===== config.mk =====
export PLATFORM = sky130hd
export DESIGN_NAME = rgb888_ycbcr444
export DESIGN_NICKNAME = d
export VERILOG_FILES = /design/src/rtl/ycbcr_coef_pkg.sv /design/src/rtl/sync_delay.sv /design/src/rtl/rgb888_ycbcr444.sv
export SDC_FILE = /design/constraint.sdc
export NUM_CORES = 1
export LEC_CHECK = 0
export ABC_AREA = 0
export CORE_UTILIZATION = 56
export DETAILED_ROUTE_END_ITERATION = 8
export PLACE_DENSITY = 0.77
export SLEW_MARGIN = 15
export SYNTH_ARGS = -nofsm -noshare
export SYNTH_HDL_FRONTEND = slang
export SYNTH_HIERARCHICAL = 1
export SYNTH_SLANG_ARGS = --single-unit

===== constraint.sdc =====
create_clock -name clk -period 2.6 [get_ports clk]
set_clock_uncertainty 0.15 [all_clocks]
set_input_delay 0.52 -clock clk [delete_from_list [all_inputs] [get_ports clk]]
set_output_delay 0.52 -clock clk [all_outputs]
set_load 0.05 [all_outputs]

===== src/rtl/ycbcr_coef_pkg.sv =====
// rtl/ycbcr_coef_pkg.sv - shared RGB/YCbCr coefficients, offsets and pipeline constants
//
// Purpose : one home for the 8-bit fixed-point (x256) colour-space coefficients,
//           the chroma offset and the pipeline latency, shared by the forward,
//           inverse and sibling colour stages.
// Contents: width/latency localparams, coefficient localparams, product bundle
//           type and an unsigned 8x8 multiply helper.

package ycbcr_coef_pkg;

  localparam int unsigned PIX_W   = 8;
  localparam int unsigned PROD_W  = 16;
  // Widest sum is 32768 + 128*255 = 65408, so 18 bits leaves headroom and never wraps.
  localparam int unsigned SUM_W   = 18;
  localparam int unsigned LATENCY = 3;
  localparam int unsigned SYNC_W  = 3;

  localparam logic [PIX_W-1:0] COEF_Y_R  = 8'd77;
  localparam logic [PIX_W-1:0] COEF_Y_G  = 8'd150;
  localparam logic [PIX_W-1:0] COEF_Y_B  = 8'd29;
  localparam logic [PIX_W-1:0] COEF_CB_R = 8'd43;
  localparam logic [PIX_W-1:0] COEF_CB_G = 8'd85;
  localparam logic [PIX_W-1:0] COEF_CB_B = 8'd128;
  localparam logic [PIX_W-1:0] COEF_CR_R = 8'd128;
  localparam logic [PIX_W-1:0] COEF_CR_G = 8'd107;
  localparam logic [PIX_W-1:0] COEF_CR_B = 8'd21;

  localparam logic [SUM_W-1:0] CBCR_OFFSET = 18'd32768;

  // One output component's three unsigned partial products.
  typedef struct packed {
    logic [PROD_W-1:0] r;
    logic [PROD_W-1:0] g;
    logic [PROD_W-1:0] b;
  } prod3_t;

  function automatic logic [PROD_W-1:0] mul8(input logic [PIX_W-1:0] a,
                                             input logic [PIX_W-1:0] b);
    return PROD_W'(a) * PROD_W'(b);
  endfunction

endpackage


===== src/rtl/sync_delay.sv =====
// rtl/sync_delay.sv - fixed-depth shift register for frame sync/enable alignment
//
// Purpose : delays a bundle of control bits by DEPTH clocks so they line up
//           with a DEPTH-stage datapath.
// Ports   : clk   - pixel clock
//           rst_n - asynchronous active-low reset, clears every stage
//           din   - [WIDTH-1:0] control bits in
//           dout  - [WIDTH-1:0] control bits delayed by DEPTH clocks

module sync_delay #(
  parameter int unsigned WIDTH = 3,
  parameter int unsigned DEPTH = 3
) (
  input  logic             clk,
  input  logic             rst_n,
  input  logic [WIDTH-1:0] din,
  output logic [WIDTH-1:0] dout
);

  logic [WIDTH-1:0] stage [DEPTH];

  always_ff @(posedge clk or negedge rst_n) begin
    if (!rst_n) begin
      for (int i = 0; i < DEPTH; i++) stage[i] <= '0;
    end else begin
      stage[0] <= din;
      for (int i = 1; i < DEPTH; i++) stage[i] <= stage[i-1];
    end
  end

  assign dout = stage[DEPTH-1];

endmodule


===== src/rtl/rgb888_ycbcr444.sv =====
// rtl/rgb888_ycbcr444.sv - 3-stage RGB888 to YCbCr444 converter
//
// Purpose : converts one RGB888 pixel per clock to YCbCr444 with x256 fixed
//           point coefficients; controls are delayed to match the datapath.
// Ports   : clk, rst_n                      - pixel clock, async active-low reset
//           per_frame_vsync/href/clken      - input frame controls
//           per_img_red/green/blue [7:0]    - input pixel
//           post_frame_vsync/href/clken     - controls delayed by 3 clocks
//           post_img_Y/Cb/Cr [7:0]          - result, 0 while post_frame_href is low

module rgb888_ycbcr444
  import ycbcr_coef_pkg::*;
(
  input  logic             clk,
  input  logic             rst_n,
  input  logic             per_frame_vsync,
  input  logic             per_frame_href,
  input  logic             per_frame_clken,
  input  logic [PIX_W-1:0] per_img_red,
  input  logic [PIX_W-1:0] per_img_green,
  input  logic [PIX_W-1:0] per_img_blue,
  output logic             post_frame_vsync,
  output logic             post_frame_href,
  output logic             post_frame_clken,
  output logic [PIX_W-1:0] post_img_Y,
  output logic [PIX_W-1:0] post_img_Cb,
  output logic [PIX_W-1:0] post_img_Cr
);

  prod3_t           y_p, cb_p, cr_p;
  logic [SUM_W-1:0] y_sum, cb_sum, cr_sum;
  logic [PIX_W-1:0] y_s3, cb_s3, cr_s3;
  logic [SYNC_W-1:0] sync_out;

  // S1: nine products. The pipeline free-runs; clken only travels alongside.
  always_ff @(posedge clk or negedge rst_n) begin
    if (!rst_n) begin
      y_p  <= '0;
      cb_p <= '0;
      cr_p <= '0;
    end else begin
      y_p.r  <= mul8(per_img_red,   COEF_Y_R);
      y_p.g  <= mul8(per_img_green, COEF_Y_G);
      y_p.b  <= mul8(per_img_blue,  COEF_Y_B);
      cb_p.r <= mul8(per_img_red,   COEF_CB_R);
      cb_p.g <= mul8(per_img_green, COEF_CB_G);
      cb_p.b <= mul8(per_img_blue,  COEF_CB_B);
      cr_p.r <= mul8(per_img_red,   COEF_CR_R);
      cr_p.g <= mul8(per_img_green, COEF_CR_G);
      cr_p.b <= mul8(per_img_blue,  COEF_CR_B);
    end
  end

  // S2: sums. Adding the offset and the positive term before subtracting keeps
  // every intermediate non-negative (worst case 32768 - 128*255 = 128).
  always_ff @(posedge clk or negedge rst_n) begin
    if (!rst_n) begin
      y_sum  <= '0;
      cb_sum <= '0;
      cr_sum <= '0;
    end else begin
      y_sum  <= SUM_W'(y_p.r) + SUM_W'(y_p.g) + SUM_W'(y_p.b);
      cb_sum <= CBCR_OFFSET + SUM_W'(cb_p.b) - SUM_W'(cb_p.r) - SUM_W'(cb_p.g);
      cr_sum <= CBCR_OFFSET + SUM_W'(cr_p.r) - SUM_W'(cr_p.g) - SUM_W'(cr_p.b);
    end
  end

  // S3: truncating >>8. The upper-bit guard can never fire because each row's
  // coefficients sum to at most 256; it only keeps the result 8 bits by construction.
  always_ff @(posedge clk or negedge rst_n) begin
    if (!rst_n) begin
      y_s3  <= '0;
      cb_s3 <= '0;
      cr_s3 <= '0;
    end else begin
      y_s3  <= (|y_sum[SUM_W-1:16])  ? '1 : y_sum[15:8];
      cb_s3 <= (|cb_sum[SUM_W-1:16]) ? '1 : cb_sum[15:8];
      cr_s3 <= (|cr_sum[SUM_W-1:16]) ? '1 : cr_sum[15:8];
    end
  end

  sync_delay #(
    .WIDTH (SYNC_W),
    .DEPTH (LATENCY)
  ) u_sync_delay (
    .clk   (clk),
    .rst_n (rst_n),
    .din   ({per_frame_vsync, per_frame_href, per_frame_clken}),
    .dout  (sync_out)
  );

  assign post_frame_vsync = sync_out[2];
  assign post_frame_href  = sync_out[1];
  assign post_frame_clken = sync_out[0];

  assign post_img_Y  = post_frame_href ? y_s3  : '0;
  assign post_img_Cb = post_frame_href ? cb_s3 : '0;
  assign post_img_Cr = post_frame_href ? cr_s3 : '0;

endmodule

==> flow_metrics.tcl, run 1 <==
set metrics [dict create \
    status "finished with violations" \
    violations "negative setup slack" \
    ys_seq_elements 164 \
    slew_violations 0 \
    antenna_found_initial 2 \
    dp_hpwl_mm 24.1 \
    yosys_warnings 6 \
    peakVddDrop_uv 791 \
    vias 11203 \
    insertion_delay_ns 0.44 \
    cp-start-kind "primary input" \
    synth.top_cell.area_share_pct 31.8 \
    whs_ns 0.198 \
    synth-main-ff-cell "dfrtp_1" \
    yosys.area_share.xor_xnor_pct 5.69 \
    nets 1944 \
    rsz0062_at_grt "yes" \
    clock.fmax_mhz 282 \
    synth-edff-count 0 \
    placed_area_sq_um 16500 \
    clockBufferDepth 2 \
    ant_nets 0 \
    grt_pass1_vias 11491 \
    utilization_pct 83.3 \
    fp.dieW_um 154 \
    fp.coreArea_sq_um 22600 \
    synth_cell_types 58 \
    overflow 0 \
    dp_slack_ns -1.81 \
    power_density_nw_per_um2 1260 \
    drtIter0Drc 727 \
    clock_sinks 164 \
    design_area_sq_um 18900 \
    leakage_nw 9.37 \
    yosys-top-cells-count "ha_1 (263), inv_1 (208), dfrtp_1 (164)" \
    htreeDepth 4 \
    synthMuxAreaShare_pct 0 \
    yosysMostFrequentCell "ha_1" \
    die_height_um 154 \
    end_kind "register" \
    finalSetupViolCount 81 \
    n_antenna_cell 0 \
    grt_max_degree 52 \
    firstDrtPassIters 7 \
    hp-class "register to register" \
    finalHoldViolations 0 \
    fin_crit_ns 3.55 \
    wire_per_inst_um 23.3 \
    seq_area_frac_synth_pct 31.8 \
    io_pins 56 \
    rows 55 \
    initial_core_util_pct 57.1 \
    synth_nets 1570 \
    die_area_sq_um 23700 \
    ys_top_cells_by_area "dfrtp_1 (32%), ha_1 (25%), fa_1 (12%)" \
    synth_top_family_by_area "adder cells" \
    synth_compound_area_share_pct 8.81 \
    synthAdderAreaFrac_pct 37.7 \
    cap_violations 0 \
    clockRootBuffer "clkbuf_16" \
    place_inst 1788 \
    crit_required_ns 2.82 \
    post-route-period-util_pct 136 \
    path_class "primary input to register" \
    gp_congestion 0.881 \
    via_per_inst 5.99 \
    drc 0 \
    final.setup.worst_slack_ns -0.946 \
    area_growth_pct 46.0 \
    synth_top_area_cell "dfrtp_1" \
    path_max_fanout 2 \
    total_power_mw 23.8 \
    drive_above_1_share_pct 42.9 \
    syn-instance-count 1199 \
    port_buffers 55 \
    cts_tree "built" \
    finalNonFillerCells 1871 \
    arrival_ns 3.76 \
    synth.avg_cell_area_sq_um 10.8 \
    grt_pass1_wl_mm 58.7 \
    clkTransAtPathRegs_ns 0.07 \
    max-slew-margin-rel_pct 63.5 \
    syn-cell-area_sq_um 12900 \
    grt_usage_pct 32.2 \
    fin_setup_tns_ns -33.25 \
    async_flop_share_pct 100 \
    synthSimpleGateAreaFrac_pct 9.69 \
    cts_inserted_buffers 17 \
    routed_wl_mm 43.6 \
    worst_pin_slew_ns 0.534 \
]
==> worst paths after layout <==
kind	start	to	slack, ns	depth (start not counted)
worst max register to register	cr_p[1]	y_sum[13]	-0.33	9
worst min-delay path	u_sync_delay/stage[5]	u_sync_delay/dout[2]	0.20	0
min in group asynchronous	rst_n	cr_s3[3]	0.46	2
max in group asynchronous	rst_n	cr_p[1]	1.16	3
worst max-delay path	per_img_green[6]	cr_p[28]	-0.95	13
worst min register to register	u_sync_delay/stage[5]	u_sync_delay/dout[2]	0.20	0
==> routing by layer <==
metal	vias up	GRT usage (%)	share of wire (%)
met5	-	0	0.062
met4	4	19.2	8.0
met3	282	4.68	6.8
met2	599	57.7	50
met1	5526	36.6	36
li1	4792	-	-
==> cell usage in the layout, fill, tap and decap left out, drive strengths merged, types with 15 or more instances in the layout <==
cell type and instances:
a21oi 49, buf 349, inv 213, nor3 27, o21ai 28, nand2 36, or2 15, fa 79
a21o 26, xnor2 53, nor2b 15, nor2 27, dfrtp 164, ha 263, xor2 31, clkbuf 21
and2 31, or3 20
==> kinds of logic after synthesis <==
family	Yosys count
buf+inv	214
xor+xnor	84
compound gates	169
fa+ha+maj	342
flops	164
simple gates	226
==> worst max-delay path, cell delays in order <==
cell,delay [ns]
buf_2,0.13
ha_4,0.29
fa_1,0.45
fa_1,0.53
inv_2,0.05
fa_1,0.49
inv_2,0.05
ha_4,0.21
or2_4,0.23
a21o_1,0.18
a311o_1,0.36
a21oi_2,0.16
xnor2_1,0.12
==> power breakdown <==
| part | leakage, nW | switching, mW | internal (mW) |
|---|---|---|---|
| Clock | 0.273 | 1.11 | 1.36 |
| Sequential | 1.93 | 0.492 | 3.63 |
| Combinational | 7.17 | 8.96 | 8.20 |
==> final cells by class <==
type | instances | area [sq um]
sequential | 164 | 4110
clock buffer | 20 | 447
multi-input combinational | 821 | 9950
inverter | 208 | 792
fill | 1014 | 3780
clock inverter | 12 | 116
tap | 285 | 357
timing repair buffer | 361 | 3090
==> repair_timing <==
item / in CTS / in global routing
endpoints found under the hold margin: 47 / 0
setup buffers: 44 / 22
setup endpoints to repair: 86 / 84
hold buffers: 1 / 0
resized for setup: 279 / 120
pin swaps: 143 / 132
==> registers in the layout, indices dropped and copies added (netlist names) <==
register,cells
y_s3,8
u_sync_delay/dout,3
cb_sum,10
y_sum,9
u_sync_delay/stage,6
cb_s3,8
y_p,33
cr_p,36
cb_p,33
cr_s3,8
cr_sum,10
Note: power is estimated with default switching activity, not from simulation.
==> run 2, diff against run 1 <==
--- a/config.mk
+++ b/config.mk
@@ -6,9 +6,11 @@
 export NUM_CORES = 1
 export LEC_CHECK = 0
 export ABC_AREA = 0
-export CORE_UTILIZATION = 56
+export CELL_PAD_IN_SITES_DETAIL_PLACEMENT = 1
+export CELL_PAD_IN_SITES_GLOBAL_PLACEMENT = 1
+export CORE_UTILIZATION = 45
 export DETAILED_ROUTE_END_ITERATION = 8
-export PLACE_DENSITY = 0.77
+export PLACE_DENSITY_LB_ADDON = 0.1
 export SLEW_MARGIN = 15
 export SYNTH_ARGS = -nofsm -noshare
 export SYNTH_HDL_FRONTEND = slang
==> run 2 against run 1 <==
Against the previous run: the flow still finishes with violations (negative setup slack); non-clock buffer count up 29; sequential cell count unchanged; cell count up 6.5%; global-route usage down 0.11 points; count of clock-buffer cells in the layout down 2; critical path type unchanged; critical endpoint is now y_p[44]; largest power group unchanged.
==> flow_metrics.tcl, run 2 (same netlist as run 1, synthesis figures left out) <==
set metrics [dict create \
    die_height_um 171 \
    whs_ns 0.200 \
    hold_end "u_sync_delay/stage[3]" \
    dr_wl_met2_mm 28.2 \
    dp_hpwl_mm 28.7 \
    cpMaxStageDelayCell "fa_1" \
    min_path_cells 0 \
    hold_path.startpoint "u_sync_delay/stage[6]" \
    design_area_sq_um 19400 \
    slew_violations 0 \
    seqCellArea_sq_um 4110 \
    die_area_sq_um 29400 \
    grt_usage_pct 32.1 \
    drc 0 \
    status "finished with violations" \
    gp_congestion 0.859 \
    fill_cells 2787 \
    final.setup.worst_slack_ns -1.00 \
    wire_per_inst_um 27.1 \
    initial_core_util_pct 46.1 \
    r2r_end "cr_sum[14]" \
    ant_nets 0 \
    insertion_delay_ns 0.45 \
    path_class "primary input to register" \
    top_layer "met5" \
    cts_inserted_buffers 17 \
    leakage_nw 9.56 \
    fin_crit_ns 3.60 \
    io_pins 56 \
    max-slew-margin-rel_pct 57.2 \
    reg.largest.list "cr_p (36), cb_p (33), y_p (33)" \
    antenna_found_initial 2 \
    cts_tree "built" \
    cp_slowest_stage_delay_ns 0.52 \
    finalHoldViolations 0 \
    wl_met3_mm 2.40 \
    grt_max_degree 58 \
    rrSetupSlack_ns -0.52 \
    via_per_inst 5.70 \
    clock.fmax_mhz 277 \
    nets 1973 \
    end_kind "register" \
    drive_above_1_share_pct 46.6 \
    vias 11363 \
    hp-class "register to register" \
    rows 61 \
    grt_pass1_vias 12411 \
    arrival_ns 3.76 \
    crit_required_ns 2.76 \
    wl_met1_mm 19.7 \
    largest_reg_flops 36 \
    clkTransAtPathRegs_ns 0.07 \
    fp.dieW_um 171 \
    peakVddDrop_uv 605 \
    drtIter0Drc 738 \
    path_cells "buf_12 -> ha_4 -> ha_4 -> inv_2 -> fa_1 -> fa_1 -> inv_2 -> ha_4 -> and2_4 -> a311o_1 -> a21o_1 -> a221oi_2 -> xnor2_1" \
    final_cell_mix "buf_4 (300), ha_1 (171), inv_1 (161), dfrtp_1 (161), ha_4 (87)" \
    multiInputGateArea_sq_um 10200 \
    firstDrtPassIters 6 \
    post-route-period-util_pct 139 \
    area_growth_pct 50.5 \
    routed_wl_mm 54.0 \
    max_flop_register "cr_p" \
    htreeDepth 4 \
    cap_violations 0 \
    reg2regPathDepth 10 \
    cp-start-kind "primary input" \
    critPathMostFrequentCell "ha_4" \
    grt_pass1_wl_mm 70.2 \
    worst_pin_slew_ns 0.626 \
    rsz0062_at_grt "yes" \
    overflow 0 \
    finalSetupViolCount 80 \
    clockBufferDepth 2 \
    rr_startpoint "cr_p[17]" \
    port_buffers 55 \
    power_density_nw_per_um2 1290 \
    layout_commonest_cell "buf_4" \
    violations "negative setup slack" \
    fp.coreArea_sq_um 28000 \
    placed_area_sq_um 16700 \
    clock_sinks 164 \
    clockRootBuffer "clkbuf_16" \
    path_max_fanout 4 \
]
## run 2: how the worst max path moves through the flow
stage	startpoint	end
finish	per_img_red[4]	y_p[44]
global route	per_img_red[4]	y_p[44]
global placement	per_img_green[1]	cr_p[29]
floorplan	per_img_green[1]	cr_p[29]
CTS	per_img_green[1]	cr_p[28]
detailed placement	per_img_green[1]	cb_p[30]
## run 2: through the flow
step	instances	setup TNS [ns]	setup slack (ns)	total power [mW]	util [%]
2_1_floorplan	1199	-24.29	-1.04	12.1	-
3_3_place_gp	1895	-81.25	-1.74	16.2	59.7
3_5_place_dp	1895	-87.10	-1.81	16.8	59.7
4_1_cts	1973	-27.48	-1.04	21.7	66.8
5_1_grt	1992	-39.70	-1.01	26.1	69.4
6_report	1993	-35.26	-1.00	25.1	69.4
## run 2: power breakdown
part | switching (mW) | internal (mW)
registers | 0.577 | 3.63
logic | 9.74 | 8.32
clock network | 1.25 | 1.55
total | 11.6 | 13.5
## run 2: critical path, delay by kind of cell
family                   cells  cell delay [ns]
adder cells (fa/ha/maj)      5             1.73
buffers and inverters        3             0.20
AND/OR/NAND/NOR              1             0.13
AO/OA/AOI/OAI                3             1.02
XOR/XNOR                     1             0.15
## run 2: cell type report
cell class | instances | share of cell area [%]
sequential | 164 | 21.1
clock inverter | 13 | 0.894
clock buffer | 18 | 2.26
inverter | 208 | 4.06
tap | 378 | 2.43
multi-input combinational | 821 | 52.3
timing repair buffer | 390 | 16.9
antenna | 1 | 0.0129
## run 2: layer usage
metal / up-vias / GRT usage [%]
met5: - / 0
met4: 2 / 14.8
met3: 239 / 3.57
met2: 433 / 61.1
met1: 5854 / 35.5
li1: 4835 / -
## run 2: repair_timing
action                     4_1_cts  5_1_grt
hold endpoints to repair        48        0
setup endpoints to repair       87       84
resized for setup              316      127
hold buffers                     1        0
pin swaps                      158      128
buffers inserted                53       28
